==> src/rtl/ir_loader.sv <==
// rtl/ir_loader.sv - byte-stream program loader for the instruction memory
module ir_loader #(
  parameter int IR_MEM_SIZE = 1000
) (
  input  logic        clk,
  input  logic        rst,
  input  logic        start,
  input  logic [7:0]  in_data,
  input  logic        in_valid,
  output logic        in_ready,
  output logic        wr_en,
  output logic [31:0] wr_addr,
  output logic [31:0] wr_data,
  output logic        cpu_hold,
  output logic        done,
  output logic        err,
  output logic [15:0] loaded_words
);

  typedef enum logic [2:0] {
    S_IDLE   = 3'd0,
    S_LEN_HI = 3'd1,
    S_LEN_LO = 3'd2,
    S_DATA   = 3'd3,
    S_DONE   = 3'd4,
    S_ERR    = 3'd5
  } state_t;

  state_t      r_state;
  state_t      w_next;

  logic [15:0] r_count;
  logic [15:0] r_word_idx;
  logic [1:0]  r_byte_idx;
  logic [23:0] r_shift;

  logic        w_accept;
  logic        w_can_start;
  logic        w_arm;
  logic [15:0] w_len;
  logic        w_len_zero;
  logic        w_len_over;
  logic        w_word_end;
  logic        w_last_word;

  // in_ready comes from the registered state only; ERR keeps draining the link
  assign in_ready = (r_state == S_LEN_HI) || (r_state == S_LEN_LO) ||
                    (r_state == S_DATA)   || (r_state == S_ERR);

  assign w_accept    = in_valid & in_ready;
  assign w_can_start = (r_state == S_IDLE) || (r_state == S_DONE) || (r_state == S_ERR);
  assign w_arm       = start & w_can_start;

  // Full count as it completes on the low-byte transfer
  assign w_len      = {r_count[15:8], in_data};
  assign w_len_zero = (w_len == 16'd0);
  assign w_len_over = (32'(w_len) > 32'(IR_MEM_SIZE));

  assign w_word_end  = (r_state == S_DATA) && w_accept && (r_byte_idx == 2'd3);
  assign w_last_word = w_word_end && (r_word_idx == (r_count - 16'd1));

  // State register
  always_ff @(posedge clk or posedge rst) begin
    if (rst) begin
      r_state <= S_IDLE;
    end else begin
      r_state <= w_next;
    end
  end

  // Next-state decode
  always_comb begin
    w_next = r_state;
    unique case (r_state)
      S_IDLE, S_DONE, S_ERR: begin
        if (start) w_next = S_LEN_HI;
      end
      S_LEN_HI: begin
        if (in_valid) w_next = S_LEN_LO;
      end
      S_LEN_LO: begin
        if (in_valid) begin
          if (w_len_zero)      w_next = S_DONE;
          else if (w_len_over) w_next = S_ERR;
          else                 w_next = S_DATA;
        end
      end
      S_DATA: begin
        if (w_last_word) w_next = S_DONE;
      end
      default: w_next = S_IDLE;
    endcase
  end

  // Count capture, word assembly, write port and status flags
  always_ff @(posedge clk or posedge rst) begin
    if (rst) begin
      r_count      <= 16'd0;
      r_word_idx   <= 16'd0;
      r_byte_idx   <= 2'd0;
      r_shift      <= 24'd0;
      wr_en        <= 1'b0;
      wr_addr      <= 32'd0;
      wr_data      <= 32'd0;
      cpu_hold     <= 1'b0;
      done         <= 1'b0;
      err          <= 1'b0;
      loaded_words <= 16'd0;
    end else begin
      wr_en <= 1'b0;
      if (w_arm) begin
        r_word_idx   <= 16'd0;
        r_byte_idx   <= 2'd0;
        cpu_hold     <= 1'b1;
        done         <= 1'b0;
        err          <= 1'b0;
        loaded_words <= 16'd0;
      end else if (w_accept) begin
        unique case (r_state)
          S_LEN_HI: r_count[15:8] <= in_data;
          S_LEN_LO: begin
            r_count[7:0] <= in_data;
            if (w_len_zero) begin
              done     <= 1'b1;
              cpu_hold <= 1'b0;
            end else if (w_len_over) begin
              err      <= 1'b1;
              cpu_hold <= 1'b0;
            end
          end
          S_DATA: begin
            r_byte_idx <= r_byte_idx + 2'd1;
            if (w_word_end) begin
              wr_en        <= 1'b1;
              wr_data      <= {r_shift, in_data};
              wr_addr      <= {14'd0, r_word_idx, 2'b00};
              r_word_idx   <= r_word_idx + 16'd1;
              loaded_words <= loaded_words + 16'd1;
              if (w_last_word) begin
                done     <= 1'b1;
                cpu_hold <= 1'b0;
              end
            end else begin
              r_shift <= {r_shift[15:0], in_data};
            end
          end
          default: ;
        endcase
      end
    end
  end

endmodule

==> config.mk <==
export PLATFORM = sky130hd
export DESIGN_NAME = ir_loader
export DESIGN_NICKNAME = d
export VERILOG_FILES = /design/src/rtl/ir_loader.sv
export SDC_FILE = /design/constraint.sdc
export NUM_CORES = 1
export LEC_CHECK = 0
export CORE_MARGIN = 2
export CORE_UTILIZATION = 45
export DETAILED_ROUTE_END_ITERATION = 7
export PLACE_DENSITY = 0.76
export SLEW_MARGIN = 20
export SYNTH_ARGS = -nofsm -noshare
export SYNTH_HDL_FRONTEND = slang
export SYNTH_SLANG_ARGS = --single-unit
==> constraint.sdc <==
create_clock -name clk -period 6.1 [get_ports clk]
set_input_delay 1.525 -clock clk [delete_from_list [all_inputs] [get_ports clk]]
set_output_delay 1.525 -clock clk [all_outputs]
set_load 0.05 [all_outputs]
==> results.md, run 1 <==
* Initial DRC count at 276
* Crit end category: flop
* # IOs at 97
* First-pass GRT wire length at 23.84 mm
* Post-Syn Area at 6032 sq um
* Final ANT Viol Nets at 0
* R2r setup slk at 2.97 ns
* Area Overhead vs Synth at 24.87%
* DIE HEIGHT at 119.8 um
* Final Slew Violations at 0
* H-tree depth at 4
* Via count at 4704
* Cells after Synth at 613
* Dpl cells at 848
* PostCTS Resize Cnt at 0
* Hpwl dp at 9.584 mm
* Final core utilization at 57.10%
* Fin crit share at 67.01%
* Seq/Total Area, Yosys at 53.52%
* Post-synth EDFFs at 0
* Mapped Avg Cell Area at 9.840 sq um
* Share of post-route cells with drive strength above 1 at 12.93%
* Largest net degree at the start of global routing at 65
* Worst setup SP type: primary input
* Rel. slew slack at 46.13%
* Initial antenna violation count at 0
* Actual slew at the worst max-slew pin at 0.8080 ns
* Worst path slowest cell: clkinv_1
* Drt wl/cell at 16.06 um
* PortBufs at 80
* Total congestion overflow at 0
* Drt pass-1 iters at 6
* Clock-pin slew on the worst setup and hold paths at 0.06 ns
* GP Congestion at 0.8504
* Outcome: finished, final reports clean
* Clock latency on the worst-skew pair at 0.41 ns
* Design Power at 3.879 mW
* Net count, final at 707
* Unrepaired setup endpoints after global routing: no
* Crit-path max FO at 57
* Highest clock rate at 244.6 MHz
* Max-cap violations at 0
* LEAKAGE at 3.443 nW
* Core ar. at 13190 sq um
* Ys flop type: dfrtp_1
* Drt drc at 0
* #FFs+latches synth at 129
* Final setup violation count at 0
* Fraction of registers with async set/reset at 100.0%
* Initial Utilization at 45.73%
* Gr usage total at 21.04%
* Setup Skew at 0.009646 ns
* Die area at 14350 sq um
* Post-cts hold buffer count at 0
* CP Data Required Time at 6.38 ns
* CP peak stage delay at 0.75 ns
* Clk sinks at 129
* Vias/cell at 5.345
* CTS root buf: clkbuf_16
* Setup TNS Final at 0 ns
* CTS tree: yes
* # rows at 42
* Total CTS buffers at 17
* Non-filler instance count after layout at 880
* Family with the most delay on the worst path: buffers and inverters
* Yosys cell types at 54
* Buffer and inverter count on the worst path at 3
* Worst vdd rail ir drop at 0.0003821 V
* Post-CTS Setup Inserts at 0
* Hold Fails Final Rpt at 0
* Detailed Route WL at 14.14 mm
* Fin crit period at 4.088 ns
* Synth warn at 0
* Most used cell along the critical path: and4_1
* HP Class: flop to flop
* Cell Pwr Density at 515.0 nW/um^2
* Crit Path Class: primary input to flop
* CP Cell Sequence: clkdlybuf4s50_1, nand3_2, buf_4, clkinv_1, and4_1, and4_1, xnor2_1, nor2_1
* Antenna cells at 0
* Clock buffer depth at 2
* Vias in the first global route at 4769
* Crit path DAT at 4.37 ns
* Die W at 119.8 um
routing by layer:
| layer | wire [um] | track usage [%] |
|---|---|---|
| met1 | 6001 | 27.16 |
| met2 | 7013 | 34.29 |
| met3 | 809 | 5.656 |
| met4 | 310 | 7.426 |
| met5 | 0 | 0 |
worst min-delay path: stages, from the launching register on:
cell,delay (ns)
dfrtp_1,0.34
nand2_1,0.05
nand2_1,0.05
logic make-up (layout without fill, tap and decap cells):
family	Yosys count	in the layout	synth area share, %
buf+inv	52	128	4.481
compound gates	53	53	5.601
simple gates	294	294	22.24
other cells	1	16	0.06217
flops	129	129	53.52
fa+ha+maj	4	4	0.8297
xor+xnor	39	39	5.663
mux	41	41	7.613
layout make-up:
cell class,instances,area (sq um)
Multi-Input combinational cell,447,2608
Clock buffer,17,425.4
Clock inverter,15,165.2
Timing Repair Buffer,86,845.8
Tap cell,176,220.2
Fill cell,1108,5658
Sequential cell,129,3228
Inverter,10,40.04
final timing paths:
| kind | start | end | depth (start not counted) |
|---|---|---|---|
| setup / recovery | in_valid | r_word_idx[14] | 8 |
| hold / removal | r_shift[22] | wr_data[30] | 2 |
| setup reg to reg | r_state[1] | r_word_idx[14] | 8 |
| hold reg to reg | r_shift[22] | wr_data[30] | 2 |
| max in group asynchronous | rst | wr_data[4] | 3 |
| min in group asynchronous | rst | wr_addr[10] | 2 |
power by group:
part,switching [mW],internal [mW],total (mW)
Sequential,0.265,1.13,1.40
Combinational,0.904,0.565,1.47
Clock,0.428,0.584,1.01
state kept, by name, indices dropped and copies added, names as in the netlist:
signal	cells
wr_data	32
r_shift	24
loaded_words	16
r_count	16
r_word_idx	16
wr_addr	16
r_state	3
r_byte_idx	2
cpu_hold	1
done	1
err	1
wr_en	1
stage by stage:
| stage | instance area [sq um] | hold slack [ns] | worst slack, ns |
|---|---|---|---|
| after global placement | 6937 | 0.4587 | 1.673 |
| after floorplan | 6088 | 0.4348 | 1.134 |
| final | 7532 | 0.4674 | 2.012 |
| after detailed placement | 6942 | 0.4514 | 1.598 |
| after CTS | 7532 | 0.4688 | 1.987 |
| after global routing | 7532 | 0.4948 | 1.782 |
synth_stat cells (all sizes together), types with 2 or more instances:
cell type	instances	area, sq um
a211o	2	17.52
ha	4	50.05
xor2	25	219.0
mux2	39	439.2
xnor2	14	122.6
buf	28	180.2
mux2i	2	20.02
nor3b	3	22.52
and2	5	31.28
nor3	8	50.05
or2	2	12.51
o22ai	2	12.51
a31oi	3	18.77
or3	12	75.07
nor2b	2	20.02
and3b	2	17.52
nor2	32	120.1
and3	3	18.77
dfrtp	129	3228
nor4	8	50.05
nand2	179	671.9
and4	5	43.79
nand4	8	50.05
o21ai	21	105.1
clkbuf	14	52.55
inv	10	37.54
a21oi	12	60.06
nand2b	5	31.28
a211oi	2	27.53
nand3	16	85.08
cell usage in the layout (no fill, tap or decap), types with 3 or more instances in the layout:
master           Yosys  final
xor2_1              25     25
a21oi_1             12     12
a31oi_1              3      3
or3_1               12     12
nand3_1             15     14
nor4_1               8      8
mux2_2              39     39
nor3_1               6      6
inv_8                0      7
clkbuf_16            0     17
nand2_1            179    179
inv_1               10      8
and4_1               5      5
ha_1                 4      4
clkdlybuf4s50_1      0     80
dfrtp_1            129    129
and2_1               5      5
xnor2_1             14     14
o21ai_0             20     20
nand2b_1             5      5
nor2_1              32     31
inv_6                0      3
nand4_1              8      8
buf_4               16      6
and3_1               3      3
conb_1               1     16
No activity file was read; power rests on OpenSTA's default activity.
==> inputs of run 2 (changes only) <==
--- a/config.mk
+++ b/config.mk
@@ -8,7 +8,7 @@
 export CORE_MARGIN = 2
 export CORE_UTILIZATION = 45
 export DETAILED_ROUTE_END_ITERATION = 7
-export PLACE_DENSITY = 0.76
+export PLACE_DENSITY = 0.79
 export SLEW_MARGIN = 20
 export SYNTH_ARGS = -nofsm -noshare
 export SYNTH_HDL_FRONTEND = slang
==> constraint.sdc (replaced) <==
create_clock -name clk -period 3.5 [get_ports clk]
set_input_delay 0.875 -clock clk [delete_from_list [all_inputs] [get_ports clk]]
set_output_delay 0.875 -clock clk [all_outputs]
set_load 0.05 [all_outputs]
==> results.md, run 2 (synthesis gave the netlist of run 1 again) <==
* Crit path DAT at 2.09 ns (-2.28 ns)
* Path depth of the worst reg2reg path at 6 (-2)
* PortBufs at 80 (unchanged)
* LEAKAGE at 3.475 nW (+0.92%)
* Actual slew at the worst max-slew pin at 0.7887 ns (-0.01929 ns)
* Max FFs per register at 32 (unchanged)
* Area Overhead vs Synth at 25.91%
* DIE HEIGHT at 119.8 um (unchanged)
* Cell Pwr Density at 891.4 nW/um^2 (+73%)
* Final setup violation count at 0 (unchanged)
* Setup slack after layout at 0.5354 ns (-1.477 ns)
* Non-filler instance count after layout at 885 (+0.57%)
* CP Data Required Time at 2.62 ns (-3.76 ns)
* Largest net degree at the start of global routing at 41 (-37%)
* Final Slew Violations at 0 (unchanged)
* Design Power at 6.770 mW (+75%)
* Fin crit share at 84.70%
* Vias in the first global route at 4783 (+0.29%)
* Post-cts hold buffer count at 0 (unchanged)
* PostCTS Resize Cnt at 0 (unchanged)
* Most common cell after layout, fill and taps aside: nand2_1
* Hold Crit Depth at 2 (unchanged)
* H-tree depth at 4 (unchanged)
* # rows at 42 (unchanged)
* Rel. slew slack at 47.22% (+1.1 points)
* Final core utilization at 57.58% (+0.47 points)
* Clock latency on the worst-skew pair at 0.43 ns (+0.02 ns)
* Drt wl/cell at 16.42 um (+2.2%)
* Max-cap violations at 0 (unchanged)
* Die area at 14350 sq um (unchanged)
* GP Congestion at 0.9067 (+6.6%)
* FF-to-FF End: r_state[0]
* Hold wc startpoint: r_shift[23]
* Die W at 119.8 um (unchanged)
* Fin crit period at 2.965 ns
* Most frequent cells in the layout: nand2_1, dfrtp_1, clkdlybuf4s50_1
* Footprint of the multi-input gates at 2603 sq um (-0.19%)
* Antenna cells at 0 (unchanged)
* Initial Utilization at 45.73% (unchanged)
* Hold Fails Final Rpt at 0 (unchanged)
* Initial antenna violation count at 0 (unchanged)
* Clk sinks at 129 (unchanged)
* Unrepaired setup endpoints after global routing: no
* HP Class: flop to flop
* Worst vdd rail ir drop at 0.0007044 V (+84%)
* CTS root buf: clkbuf_16
* Worst R2R Start: r_count[3]
* Crit end category: primary output
* Via count at 4684 (-0.43%)
* Outcome: finished, final reports clean
* Share of post-route cells with drive strength above 1 at 13.54% (+0.61 points)
* Worst setup SP type: flop
* Hpwl dp at 10.03 mm (+4.6%)
* Crit Path Class: flop to primary output
* R2r setup slk at 0.92 ns (-2.05 ns)
* Final ANT Viol Nets at 0 (unchanged)
* Gr usage total at 21.70% (+0.66 points)
* Hold EP: wr_data[31]
* # IOs at 97 (unchanged)
* Largest Register: wr_data
* Post-CTS Setup Inserts at 0 (unchanged)
* Setup TNS Final at 0 ns (unchanged)
* Filler instances at 1113 (+0.45%)
* Total congestion overflow at 0 (unchanged)
* First-pass GRT wire length at 24.20 mm (+1.5%)
* Initial DRC count at 344 (+25%)
* Vias/cell at 5.293 (-0.99%)
* Clock-pin slew on the worst setup and hold paths at 0.06 ns (about the same)
* Drt drc at 0 (unchanged)
* Crit-path max FO at 11 (-81%)
* Highest clock rate at 337.3 MHz
* Regs by FF count: wr_data: 32 flops, r_shift: 24 flops
* Setup Skew at 0.009759 ns (+0.0001134 ns)
* Sequential Area at 3228 sq um (unchanged)
* Total CTS buffers at 17 (unchanged)
* CTS tree: yes
* Net count, final at 712 (+0.71%)
* Dpl cells at 853 (+0.59%)
* Pre-CTS setup slack at 0.3772 ns (-1.221 ns)
* Detailed Route WL at 14.53 mm (+2.8%)
* Core ar. at 13190 sq um (unchanged)
* Clock buffer depth at 2 (unchanged)
* Drt pass-1 iters at 4 (-2)
==> run 2: layer usage <==
layer,routed length [um],GRT usage (%),part of all wire (%)
met5,0,0,0
met4,426,9.338,2.9
met3,735,6.084,5.1
met2,7185,35.29,49
met1,6183,27.21,43
==> run 2: final cells by class <==
| cell class | instances | area share [%] |
|---|---|---|
| flip-flops and latches | 129 | 42.50 |
| multi-input cells | 447 | 34.27 |
| clock buffers | 18 | 5.783 |
| well taps | 176 | 2.900 |
| clock inverters | 14 | 1.878 |
| inverters | 10 | 0.5437 |
| repair buffers | 91 | 12.13 |
==> run 2: per-stage QoR <==
step	cell area (sq um)	hold WS, ns
6_report	7595	0.4735
5_1_grt	7595	0.4954
4_1_cts	7595	0.4743
3_5_place_dp	7013	0.4546
3_3_place_gp	7013	0.4534
2_1_floorplan	6092	0.4348
==> run 2: worst max-delay path by stage <==
stage | start | to | slack (ns) | cells past startpoint
6_report | r_state[1] | in_ready | 0.54 | 3
5_1_grt | r_state[1] | in_ready | 0.42 | 3
4_1_cts | r_state[1] | in_ready | 0.52 | 3
3_5_place_dp | in_valid | r_state[1] | 0.38 | 7
3_3_place_gp | in_valid | r_word_idx[13] | 0.48 | 7
2_1_floorplan | r_state[1] | in_ready | 1.02 | 2
==> run 2: where the power goes <==
| part | switching, mW | leakage, nW | total, mW | internal [mW] |
|---|---|---|---|---|
| logic | 1.58 | 1.53 | 2.58 | 0.999 |
| registers | 0.462 | 1.66 | 2.44 | 1.97 |
| clock network | 0.732 | 0.283 | 1.75 | 1.02 |
| total | 2.78 | 3.48 | 6.77 | 3.99 |
==> run 2: critical path: stages, from the launching register on <==
cell and delay (ns):
dfrtp_1 0.53, nand2b_1 0.18, o21ai_0 0.12, clkdlybuf4s50_1 0.83
